<file path="config.mk">
export PLATFORM = sky130hd
export DESIGN_NAME = systolic_pe_flat
export DESIGN_NICKNAME = d
export VERILOG_FILES = /design/src/rtl/systolic_pe_if.sv /design/src/rtl/systolic_pe.sv /design/src/flat_wrapper.sv
export SDC_FILE = /design/constraint.sdc
export NUM_CORES = 1
export LEC_CHECK = 0
export BUFFER_PORTS_ARGS = -buffer_cell sky130_fd_sc_hd__buf_2
export CORE_ASPECT_RATIO = 2
export CORE_UTILIZATION = 44
export CTS_BUF_LIST = sky130_fd_sc_hd__clkbuf_4
export DETAILED_ROUTE_END_ITERATION = 16
export GPL_TIMING_DRIVEN = 0
export HOLD_SLACK_MARGIN = 0.12
export MAX_ROUTING_LAYER = met4
export SETUP_SLACK_MARGIN = 0.4
export SYNTH_ARGS = -nofsm -noshare
export SYNTH_HDL_FRONTEND = slang
export SYNTH_SLANG_ARGS = --single-unit
</file>
<file path="constraint.sdc">
create_clock -name clk -period 29.2 [get_ports clk]
set_input_delay 5.84 -clock clk [delete_from_list [all_inputs] [get_ports clk]]
set_output_delay 5.84 -clock clk [all_outputs]
set_load 0.05 [all_outputs]
</file>
<file path="src/rtl/systolic_pe_if.sv">
// Operand/result bundle between a systolic PE and its neighbours.
// Master drives operands, slave (the PE) returns registered values.
interface systolic_pe_if #(
    parameter int DATA_W = 16
);
    logic                     weight_en;
    logic signed [DATA_W-1:0] activation_in;
    logic signed [DATA_W-1:0] weight_in;
    logic signed [DATA_W-1:0] partial_sum_in;
    logic signed [DATA_W-1:0] reg_activation;
    logic signed [DATA_W-1:0] reg_weight;
    logic signed [DATA_W-1:0] reg_partial_sum;

    modport master (
        output weight_en,
        output activation_in,
        output weight_in,
        output partial_sum_in,
        input  reg_activation,
        input  reg_weight,
        input  reg_partial_sum
    );

    modport slave (
        input  weight_en,
        input  activation_in,
        input  weight_in,
        input  partial_sum_in,
        output reg_activation,
        output reg_weight,
        output reg_partial_sum
    );
endinterface

</file>
<file path="src/rtl/systolic_pe.sv">
// Weight-stationary systolic PE: fixed-point MAC with a stored weight,
// one-cycle latency, forwarding activation and weight to neighbours.
module systolic_pe #(
    parameter int DATA_W = 16,
    parameter int FRAC_W = 10,
    parameter int SAT_EN = 0
) (
    input  logic           clk,
    input  logic           rst,
    systolic_pe_if.slave   pe
);
    localparam logic signed [DATA_W-1:0] MaxVal = {1'b0, {(DATA_W-1){1'b1}}};
    localparam logic signed [DATA_W-1:0] MinVal = {1'b1, {(DATA_W-1){1'b0}}};

    logic signed [DATA_W-1:0]   act_q, act_d;
    logic signed [DATA_W-1:0]   w_q, w_d;
    logic signed [DATA_W-1:0]   psum_q, psum_d;
    logic signed [DATA_W-1:0]   w_eff;
    logic signed [DATA_W-1:0]   scaled;
    logic signed [2*DATA_W-1:0] prod;
    logic        [DATA_W:0]     sum_ext;
    logic                       ovf;
    logic                       unused_prod;

    always_comb begin
        w_eff = pe.weight_en ? pe.weight_in : w_q;
        prod  = $signed({{DATA_W{pe.activation_in[DATA_W-1]}}, pe.activation_in})
              * $signed({{DATA_W{w_eff[DATA_W-1]}}, w_eff});
        // Dropping the low FRAC_W bits floors toward -inf.
        scaled  = prod[FRAC_W+DATA_W-1:FRAC_W];
        sum_ext = {pe.partial_sum_in[DATA_W-1], pe.partial_sum_in}
                + {scaled[DATA_W-1], scaled};
        ovf     = sum_ext[DATA_W] != sum_ext[DATA_W-1];
    end

    assign unused_prod = ^prod;

    always_comb begin
        act_d  = pe.activation_in;
        w_d    = w_eff;
        psum_d = sum_ext[DATA_W-1:0];
        if (SAT_EN != 0 && ovf) begin
            psum_d = sum_ext[DATA_W] ? MinVal : MaxVal;
        end
    end

    always_ff @(posedge clk) begin
        if (!rst) begin
            act_q  <= '0;
            w_q    <= '0;
            psum_q <= '0;
        end else begin
            act_q  <= act_d;
            w_q    <= w_d;
            psum_q <= psum_d;
        end
    end

    assign pe.reg_activation  = act_q;
    assign pe.reg_weight      = w_q;
    assign pe.reg_partial_sum = psum_q;
endmodule

</file>
<file path="src/flat_wrapper.sv">
// flat-port wrapper written by rule: the top's interface ports become plain ports
module systolic_pe_flat 
#(
    parameter int DATA_W = 16,
    parameter int FRAC_W = 10,
    parameter int SAT_EN = 0
)
  (clk, rst, pe_weight_en, pe_activation_in, pe_weight_in, pe_partial_sum_in, pe_reg_activation, pe_reg_weight, pe_reg_partial_sum);
  systolic_pe_if #(.DATA_W(DATA_W)) pe_i ();
  input  logic clk;
  input  logic rst;
  input wire logic [$bits(pe_i.weight_en)-1:0] pe_weight_en;
  input wire logic [$bits(pe_i.activation_in)-1:0] pe_activation_in;
  input wire logic [$bits(pe_i.weight_in)-1:0] pe_weight_in;
  input wire logic [$bits(pe_i.partial_sum_in)-1:0] pe_partial_sum_in;
  output wire logic [$bits(pe_i.reg_activation)-1:0] pe_reg_activation;
  output wire logic [$bits(pe_i.reg_weight)-1:0] pe_reg_weight;
  output wire logic [$bits(pe_i.reg_partial_sum)-1:0] pe_reg_partial_sum;
  assign pe_i.weight_en = pe_weight_en;
  assign pe_i.activation_in = pe_activation_in;
  assign pe_i.weight_in = pe_weight_in;
  assign pe_i.partial_sum_in = pe_partial_sum_in;
  assign pe_reg_activation = pe_i.reg_activation;
  assign pe_reg_weight = pe_i.reg_weight;
  assign pe_reg_partial_sum = pe_i.reg_partial_sum;
  systolic_pe #(.DATA_W(DATA_W), .FRAC_W(FRAC_W), .SAT_EN(SAT_EN)) u_core (.clk(clk), .rst(rst), .pe(pe_i));
endmodule
</file>
-- After elaboration in Yosys (flattened, before gate mapping)
Cells that the tools add are included.
- add/sub/neg operators: 1
- multipliers: 1
- divide/modulo/power cells: 0
- magnitude comparators: 0
- eq/ne operators: 0
- shift operators: 0
- mux-type cells: 1
- bitwise gates (word level): 0
- reduce and logical (&&, ||, !) cells: 0
- operator list (kind ; number):
    $mul A16 B16 Y26 ; 1
    $add A16 B16 Y16 ; 1
    $mux W16 ; 1
- bits in registers: 48
- latch bits: 0
- bits in writable memories: 0
- ROM bits: 0
- output and inout port bits: 48
- word-level logic and storage cells: 6
- memories kept: 0

-- Logic depth before layout (Yosys ltp)
- word-level depth: 3
- mapped depth: 35
- depth with buffers taken out: 32

-- Least setup slack after synthesis
Ideal clock, no wire load.
- path type: input to register
- start: input pe_weight_en
- end: register u_core.psum_q[15], in the netlist u_core.pe.reg_partial_sum[15]
- setup time: 0.122 ns
- arrival: 13.704 ns
- required time: 29.078 ns
- path slack: 15.375 ns
- stages: 34
- path through: buf_6 -> buf_2 -> mux2i_1 -> clkbuf_1 -> nor2b_1 -> fa_1 -> inv_1 -> fa_1 -> fa_1 -> fa_1 -> inv_1 -> fa_1 -> inv_1 -> fa_1 -> inv_1 -> ha_1 -> a221o_1 -> or3_1 -> o311a_1 -> o21ai_0 -> nand2b_1 -> a31o_2 -> a21oi_1 -> xnor2_1 -> ha_1 -> o21a_1 -> o21a_1 -> o21ai_0 -> a21oi_1 -> a211oi_1 -> o21bai_1 -> a21oi_1 -> or3_1 -> a21oi_1
- word-level cells in the longest chain between the ends: 3
- RTL lines (element ; line ; source):
    start: declaration ; flat_wrapper.sv:12 ; input wire logic [$bits(pe_i.weight_en)-1:0] pe_weight_en;
    $mux W16 ; systolic_pe.sv:26 ; w_eff = pe.weight_en ? pe.weight_in : w_q;
    $mul A16 B16 Y26 ; systolic_pe.sv:28 ; * $signed({{DATA_W{w_eff[DATA_W-1]}}, w_eff});
    $add A16 B16 Y16 ; systolic_pe.sv:32 ; + {scaled[DATA_W-1], scaled};
    end signal: assignment ; systolic_pe.sv:55 ; psum_q <= psum_d;
    end: declaration ; systolic_pe.sv:17 ; logic signed [DATA_W-1:0] psum_q, psum_d;
Every way passes these cells.
A chain may end at the register's enable or synchronous reset.

-- Worst setup path after layout
Same ends and word-level chain as after synthesis.

==> flow_summary.json <==
{
  "endpoint_kind": "flip-flop",
  "fin_nets": 1558,
  "hold_path_class": "reg -> reg",
  "die_w_um": 109,
  "cts_resized": 0,
  "synth_area_leader_cell": "fa_1",
  "ys_types": 44,
  "synth_top_area_share_pct": 41.4,
  "fin_area_sq_um": 11000,
  "drc": 0,
  "die_area_sq_um": 23600,
  "ff2ff_path_depth": 32,
  "critical-path-max-stage-delay_ns": 0.89,
  "track_usage_pct": 26.4,
  "core_sq_um": 22600,
  "syn-num-nets": 1454,
  "synth_ff_type": "dfxtp_1",
  "critPathMostFrequentCell": "fa_1",
  "avgSynthCellArea_sq_um": 9.13,
  "rsz0062_at_grt": "false",
  "grt_pass1_vias": 8412,
  "synth_most_common_cell": "inv_1",
  "yosysWarnings": 0,
  "cts_tree": "built",
  "start_kind": "primary input",
  "ant_nets": 0,
  "drtIter0Drc": 240,
  "row_count": 78,
  "cts-htree-levels": 2,
  "synth_common_cells": "inv_1 (264), fa_1 (209), nand2_1 (119), and2_1 (90), ha_1 (88)",
  "io_buffers": 97,
  "maxCapViolations": 0,
  "die_y_um": 216,
  "holdPathStages": 2,
  "setup_viol": 0,
  "root_buffer": "clkbuf_4",
  "clk_pin_slew_ns": 0.15,
  "vias": 7484,
  "drive_gt1_share_pct": 10.9,
  "r2r_start": "u_core.pe.reg_weight[4]",
  "min_period_ns": 15.03,
  "dpl.hpwl_um": 24700,
  "cp.required_ns": 29.54,
  "grt_antenna_before_repair": 1,
  "fin_crit_sh_pct": 51.5,
  "fillers": 2273,
  "holdWs_ns": 0.729,
  "grt_max_degree": 16,
  "cts.sinks": 48,
  "cpMaxStageDelayCell": "mux2i_1",
  "fmax_mhz": 66.5,
  "ios": 99,
  "clock_skew_ns": 0.0266,
  "async_flop_share_pct": 0,
  "crit_start": "pe_weight_en",
  "numCtsBuffers": 5,
  "synthTopCellsByArea": "fa_1 (41%), ha_1 (11%), inv_1 (9.8%), dfxtp_1 (9.5%), and2_1 (5.6%)",
  "wl_per_cell_um": 18.9,
  "fin_tns_setup_ns": 0,
  "synth-edff-count": 0,
  "worstPathArrival_ns": 15.37,
  "drtPass1Iterations": 4,
  "crit_fanout": 10,
  "critPathKind": "in -> reg",
  "place_congestion": 0.924,
  "hold_violations": 0,
  "synth_cells": 1106,
  "cts_setup_buffers": 0,
  "clk_path_buf_depth": 2,
  "grt.overflow.total": 0,
  "drt-total-wl_um": 28200,
  "hold_buffers": 0,
  "worstMarginPinSlew_ns": 1.01,
  "grt_pass1_wl_um": 43900,
  "initial_core_util_pct": 44.6,
  "clk_latency_ns": 0.41,
  "yosysSeqAreaShare_pct": 9.52,
  "area_growth_pct": 8.85,
  "synth-seq-cells": 48,
  "min_from": "u_core.pe.reg_weight[1]",
  "synth_area_sq_um": 10100,
  "outcome": "finished clean",
  "slew_headroom_pct": 30.7,
  "viasPerCell": 5.02,
  "placedInstanceArea_sq_um": 10900,
  "drv_slew": 0
}
[placed cells by master, fill, tap and decap left out, types with 10 or more instances in the layout]
master and count:
inv_1 264, fa_1 209, nand2_1 119, buf_2 98, and2_1 90, ha_1 88
nor2b_1 54, dfxtp_1 48, clkbuf_1 36, xnor2_1 34, nor2_1 29, a21oi_1 21
nand2b_1 12, xor2_1 11, mux2_2 10
[state kept, by name (all words and copies together) (netlist names)]
name / flops
u_core.pe.reg_activation: 16
u_core.pe.reg_partial_sum: 16
u_core.pe.reg_weight: 16
[metal layers]
| metal | part of all wire (%) | GRT usage [%] | vias up |
|---|---|---|---|
| met2 | 57 | 49.2 | 191 |
| met3 | 3.2 | 1.86 | 91 |
| met1 | 32 | 25.0 | 3755 |
| li1 | - | - | 3447 |
| met4 | 7.7 | 17.6 | 0 |
| met5 | 0 | - | - |
[path summary, 6_finish.rpt]
path / to / slack (ns)
setup / recovery: u_core.pe.reg_partial_sum[15] / 14.17
hold / removal: u_core.pe.reg_weight[1] / 0.73
setup reg to reg: u_core.pe.reg_partial_sum[15] / 19.89
hold reg to reg: u_core.pe.reg_weight[1] / 0.73
[per-stage QoR]
step	worst slack [ns]	cells	utilization (%)
CTS	14.10	1491	48.5
global route	13.67	1492	48.5
detailed placement	13.72	1483	48.3
finish	14.17	1492	48.5
global placement	13.68	1483	48.3
floorplan	15.37	1106	-
[cell type report]
| cell class | instances | area [sq um] | share of cell area [%] |
|---|---|---|---|
| antenna | 1 | 2.50 | 0.0228 |
| buffer | 38 | 151 | 1.38 |
| clock buffer | 5 | 37.5 | 0.341 |
| clock inverter | 3 | 17.5 | 0.159 |
| inverter | 264 | 991 | 9.02 |
| multi-input combinational | 756 | 8000 | 72.7 |
| sequential | 48 | 961 | 8.74 |
| tap | 280 | 350 | 3.19 |
| timing repair buffer | 97 | 485 | 4.42 |
[worst max-delay path: cells and delay by family]
kind | cells | cell delay, ns
adders and majority gates | 8 | 3.70
xor gates and xnor gates | 1 | 0.11
and+or+nand+nor | 4 | 0.99
muxes | 1 | 0.89
buffers and inverters | 7 | 1.26
AOI/OAI and AO/OA | 13 | 2.57
[logic make-up after synthesis]
family                     count (synthesis)  share of synthesized area [%]
AOI/OAI and AO/OA                         58                           3.83
xor gates and xnor gates                  45                           3.90
adders and majority gates                297                           52.3
buffers and inverters                    302                           11.3
DFF                                       48                           9.52
muxes                                     16                           1.80
and+or+nand+nor                          340                           17.3
Power is left out: the tool's default activity adds up to more than one toggle a clock period on the data nets, which glitch-free logic cannot reach.
